**src/rtl/ncl_sandbox_pkg.sv**
```systemverilog
// Shared constants and parameter sanity checks for the fork/join pipeline.
// Latency: n/a (package only).
// Backpressure: n/a (package only).
package ncl_sandbox_pkg;

  // Join function selectors
  localparam int JOIN_CONCAT = 0;
  localparam int JOIN_XOR    = 1;

  // Legal parameter space for fork_join_pipe
  function automatic bit params_ok(input int width, input int branches,
                                   input int depth, input int mode);
    return (width >= 1) && (branches >= 2) && (branches <= 8) &&
           (depth >= 1) && ((mode == JOIN_CONCAT) || (mode == JOIN_XOR));
  endfunction

endpackage

```
**src/rtl/pipe_stage.sv**
```systemverilog
// One valid/data pipeline register with combinational upstream ready.
// Latency: 1 cycle from up_vld to dn_vld.
// Backpressure: up_rdy = empty or being drained this cycle, so a full chain streams 1/cycle.
module pipe_stage #(
  parameter int WIDTH = 8
) (
  input  logic             clk,
  input  logic             init,
  input  logic             up_vld,
  input  logic [WIDTH-1:0] up_dat,
  output logic             up_rdy,
  output logic             dn_vld,
  output logic [WIDTH-1:0] dn_dat,
  input  logic             dn_rdy
);

  logic             vld_q, vld_d;
  logic [WIDTH-1:0] dat_q, dat_d;

  assign up_rdy = !vld_q || dn_rdy;
  assign dn_vld = vld_q;
  assign dn_dat = dat_q;

  // Load when there is room (empty or content leaving); otherwise hold
  always_comb begin
    vld_d = vld_q;
    dat_d = dat_q;
    if (up_rdy) begin
      vld_d = up_vld;
      if (up_vld) begin
        dat_d = up_dat;
      end
    end
  end

  // State register, cleared asynchronously by init
  always_ff @(posedge clk or posedge init) begin
    if (init) begin
      vld_q <= 1'b0;
      dat_q <= '0;
    end else begin
      vld_q <= vld_d;
      dat_q <= dat_d;
    end
  end

endmodule

```
**src/rtl/fork_join_pipe.sv**
```systemverilog
// Fork one token into BRANCHES pipes of DEPTH stages (branch i xors in i), join them into one output token.
// Latency: DEPTH+1 cycles from the accept cycle to out_valid, 1 token/cycle sustained.
// Backpressure: in_ready only when every branch head can load; a held branch or out_ready=0 stalls the fork.
module fork_join_pipe
  import ncl_sandbox_pkg::*;
#(
  parameter int WIDTH    = 8,
  parameter int BRANCHES = 2,
  parameter int DEPTH    = 3,
  parameter int MODE     = 0
) (
  input  logic                      clk,
  input  logic                      init,
  input  logic                      in_valid,
  input  logic [WIDTH-1:0]          in_data,
  output logic                      in_ready,
  input  logic [BRANCHES-1:0]       branch_hold,
  output logic                      out_valid,
  output logic [WIDTH*BRANCHES-1:0] out_data,
  input  logic                      out_ready
);

  if (!params_ok(WIDTH, BRANCHES, DEPTH, MODE)) begin : g_param_check
    $error("fork_join_pipe: parameter out of range");
  end

  logic [BRANCHES-1:0]       st0_rdy;
  logic [BRANCHES-1:0]       last_vld;
  logic [BRANCHES-1:0]       present;
  logic [WIDTH*BRANCHES-1:0] last_dat;
  logic [WIDTH*BRANCHES-1:0] joined;
  logic                      accept;
  logic                      join_fire;

  logic                      out_vld_q, out_vld_d;
  logic [WIDTH*BRANCHES-1:0] out_dat_q, out_dat_d;

  // Fork is all-or-nothing: every branch head must be able to load
  assign in_ready  = (&st0_rdy) && !init;
  assign accept    = in_valid && in_ready;

  // A held branch keeps its tail token out of the join
  assign present   = last_vld & ~branch_hold;
  assign join_fire = (&present) && (!out_vld_q || out_ready);

  for (genvar i = 0; i < BRANCHES; i++) begin : g_br
    localparam logic [WIDTH-1:0] XK = WIDTH'(i);

    for (genvar j = 0; j < DEPTH; j++) begin : g_st
      logic             up_vld, up_rdy, dn_vld, dn_rdy;
      logic [WIDTH-1:0] up_dat, dn_dat;

      if (j == 0) begin : g_head
        assign up_vld = accept;
        assign up_dat = in_data ^ XK;
      end else begin : g_link
        assign up_vld = g_st[j-1].dn_vld;
        assign up_dat = g_st[j-1].dn_dat;
      end

      // The tail only pops when the whole join fires, so branches stay in lockstep
      if (j == DEPTH - 1) begin : g_tail
        assign dn_rdy = join_fire;
      end else begin : g_mid
        assign dn_rdy = g_st[j+1].up_rdy;
      end

      pipe_stage #(.WIDTH(WIDTH)) u_stage (
        .clk    (clk),
        .init   (init),
        .up_vld (up_vld),
        .up_dat (up_dat),
        .up_rdy (up_rdy),
        .dn_vld (dn_vld),
        .dn_dat (dn_dat),
        .dn_rdy (dn_rdy)
      );
    end

    assign st0_rdy[i]                 = g_st[0].up_rdy;
    assign last_vld[i]                = g_st[DEPTH-1].dn_vld;
    assign last_dat[i*WIDTH +: WIDTH] = g_st[DEPTH-1].dn_dat;
  end

  // Join function: concatenation keeps branch 0 in the LSBs, xor folds into the low word
  always_comb begin
    joined = '0;
    if (MODE == JOIN_XOR) begin
      for (int b = 0; b < BRANCHES; b++) begin
        joined[WIDTH-1:0] = joined[WIDTH-1:0] ^ last_dat[b*WIDTH +: WIDTH];
      end
    end else begin
      joined = last_dat;
    end
  end

  // Output register: load on join, empty on consume, otherwise hold
  always_comb begin
    out_vld_d = out_vld_q;
    out_dat_d = out_dat_q;
    if (join_fire) begin
      out_vld_d = 1'b1;
      out_dat_d = joined;
    end else if (out_ready) begin
      out_vld_d = 1'b0;
    end
  end

  // Output state, cleared asynchronously by init
  always_ff @(posedge clk or posedge init) begin
    if (init) begin
      out_vld_q <= 1'b0;
      out_dat_q <= '0;
    end else begin
      out_vld_q <= out_vld_d;
      out_dat_q <= out_dat_d;
    end
  end

  assign out_valid = out_vld_q;
  assign out_data  = out_dat_q;

endmodule

```
**config.mk**
```make
export PLATFORM = sky130hd
export DESIGN_NAME = fork_join_pipe
export DESIGN_NICKNAME = d
export VERILOG_FILES = /design/src/rtl/ncl_sandbox_pkg.sv /design/src/rtl/pipe_stage.sv /design/src/rtl/fork_join_pipe.sv
export SDC_FILE = /design/constraint.sdc
export NUM_CORES = 1
export LEC_CHECK = 0
export BUFFER_PORTS_ARGS = -buffer_cell sky130_fd_sc_hd__buf_2
export CAP_MARGIN = 10
export CORE_ASPECT_RATIO = 1.4
export CORE_MARGIN = 5
export CORE_UTILIZATION = 31
export CTS_CLUSTER_DIAMETER = 150
export CTS_CLUSTER_SIZE = 8
export DETAILED_ROUTE_END_ITERATION = 16
export PLACE_DENSITY_LB_ADDON = 0.25
export SLEW_MARGIN = 10
export SYNTH_ARGS = -nofsm -noshare
export SYNTH_HDL_FRONTEND = slang
export SYNTH_SLANG_ARGS = --single-unit
```
**constraint.sdc**
```tcl
create_clock -name clk -period 5.2 [get_ports clk]
set_clock_uncertainty 0.05 [all_clocks]
set_input_delay 0.26 -clock clk [delete_from_list [all_inputs] [get_ports clk]]
set_output_delay 0.26 -clock clk [all_outputs]
set_load 0.005 [all_outputs]
```
==> impl_metrics.ini <==
[die]
coreArea_mm2 = 0.01092
die_x_um = 99.32
start_util_pct = 31.70
rows = 45
die_h_um = 135.0
io_pins = 32
dieArea_mm2 = 0.01341

[power]
leakagePower_uw = 0.001555
ir_drop_mv = 0.1785
p_per_area_mw_per_mm2 = 619.9

[placed_design]
numPlacedInstances = 457
gp_congestion = 0.6976
numPortBuffers = 31
dpl.hpwl_um = 4675

[yosys]
synthDominantCellAreaShare_pct = 51.32
yosysTopAreaCell = dfrtp_1
async_flop_share_pct = 100.0
yosysSeqAreaShare_pct = 51.32
synth.most_common_cell = dfrtp_1
synth_common_cells = dfrtp_1 (71), o211ai_1 (64), nand2_1 (41)
synth-seq-cells = 71
synth_area_mm2 = 0.003462
syn_area_per_cell_um2 = 11.17
yosys-top-cells-area = dfrtp_1 (51%), o211ai_1 (14%), nand2b_1 (6.0%)
synth_edf_count = 0
synth.distinct_cells = 33
synthesis.nets = 324
ys_dominant_reg_cell = dfrtp_1
synthCells = 310
ys_warn_count = 0

[cts]
cts_tree = done
clkLatencyLatePin_ns = 0.33
cts_setup_buffers = 0
root_buffer = clkbuf_16
cts_buffer_depth = 2
cts_resized = 0
cts_max_level = 3
postCtsHoldBufs = 0
clk_pin_slew_ns = 0.05
cts_buffers = 9
clock_sinks = 71

[route]
vias_per_cell = 4.890
vias = 2303
top_layer = met4
wl_met1_um = 3410
met2WireLength_um = 3135
drc = 0
drtIter0Drc = 146
drtAntennaViolNets = 0
wl_per_cell_um = 14.80
wl_um = 6971
route.met3.wl_um = 247
first_pass_iters = 4

[global_routing]
track_usage_pct = 11.14
grt_max_degree = 72
overflow = 0
antenna_found_initial = 0
grt_pass1_wl_um = 12140
grt_pass1_vias = 2372

[final_layout]
fill_cells = 1128
final_nets = 341
register_area_mm2 = 0.001777
antenna_cells = 0
multiInputGateArea_mm2 = 0.001451
drive_gt1_share_pct = 24.85
fin_util_pct = 35.77
syn_to_final_growth_pct = 12.87
fin_cells = 471

[sta]
period_share_pct = 50.18
tns_ns = 0
timing.final.crit_period_ns = 2.610
rsz0062_at_grt = false
fmax_mhz = 383.2
tightest_slew_ns = 0.8964
timing.final.max_slew_violations = 0
slew_headroom_pct = 40.24
setup_violations = 0
final-hold-violation-count = 0

[run]
drv_cap = 0

[worst_setup_path]
start_kind = flip-flop
cp_cell_sequence = nand4bb_1 > buf_4 > nor2_8 > mux2_2
crit_type = flip-flop to flip-flop
cp_max_fo = 18
end_kind = flip-flop
crit_family = simple AND/OR/NAND/NOR gates
required_ns = 5.36
worstPathArrival_ns = 2.77
max_stage_delay_ns = 0.73
worst_path_max_delay_cell = nand4bb_1
crit_buf_inv = 1

[status]
status = completed

[worst_hold_path]
min_path_type = primary input to async pin
## logic make-up after synthesis
group	Yosys count	share of synthesized area, %
flip-flops	71	51.32
AO/OA/AOI/OAI	88	21.79
buffers and inverters	44	6.831
AND/OR/NAND/NOR	91	14.85
multiplexers	16	5.204
## state kept, by name, summed over array words and instances (netlist names)
name / count
g_br.g_st.u_stage.dn_dat: 48
out_data: 16
g_br.g_st.u_stage.dn_vld: 6
out_valid: 1
## where the power goes
group          switching [µW]  internal [µW]  total, µW
combinational             387            430        818
sequential                235            820       1050
clock                     207            343        550
total                     829           1590       2420
## cell usage in the layout (no fill, tap or decap), types with 3 or more instances in the layout
cell       synthesis  routed
buf_2              6      31
o32ai_1           11      11
nand2_1           41      41
clkbuf_16          0       9
or2_2              3       3
inv_1             16      15
buf_4              8       3
o32ai_2            4       4
nand2b_1          33      33
mux2_2            16      16
dfrtp_1           71      71
o211ai_1          64      64
## final cells by class
class / count / share of cell area [%]
timing repair buffer: 34 / 4.547
tap: 141 / 4.515
inverter: 16 / 1.537
multi-input combinational: 195 / 37.14
sequential: 71 / 45.47
clock inverter: 1 / 0.1281
clock buffer: 13 / 6.660
## layer usage
metal / track usage (%) / up-vias
li1: - / 1152
met5: 0 / -
met1: 15.55 / 1098
met2: 15.88 / 43
met4: 6.834 / 0
met3: 1.964 / 10
## final timing paths
path	depth (start not counted)	to	slack, ns	start
worst max-delay path	4	out_data[4]	2.59	g_br[0].g_st[2].u_stage.dn_vld
worst min-delay path	3	g_br[1].g_st[0].u_stage.dn_dat[7]	0.18	init
worst max register to register	4	out_data[4]	2.59	g_br[0].g_st[2].u_stage.dn_vld
worst min register to register	1	out_data[13]	0.45	out_data[13]
max in group asynchronous	3	g_br[1].g_st[1].u_stage.dn_dat[7]	4.34	init
min in group clk	3	g_br[1].g_st[0].u_stage.dn_dat[7]	0.18	in_data[7]
## tightest hold or removal path: stages
cell and delay, ns:
buf_2 0.12, inv_2 0.04, buf_4 0.67
## stage by stage
| step | setup slack, ns | hold WS (ns) | instance area (µm²) | power (µW) |
|---|---|---|---|---|
| after global placement | 2.655 | 0.4369 | 3642 | 1873 |
| after floorplan | 3.093 | 0.3818 | 3462 | 1704 |
| after CTS | 2.548 | 0.1616 | 3908 | 2461 |
| after global routing | 2.325 | 0.1980 | 3908 | 2613 |
| final | 2.591 | 0.1751 | 3908 | 2422 |
| after detailed placement | 2.562 | 0.4415 | 3642 | 1899 |
No activity file was read; power rests on OpenSTA's default activity.
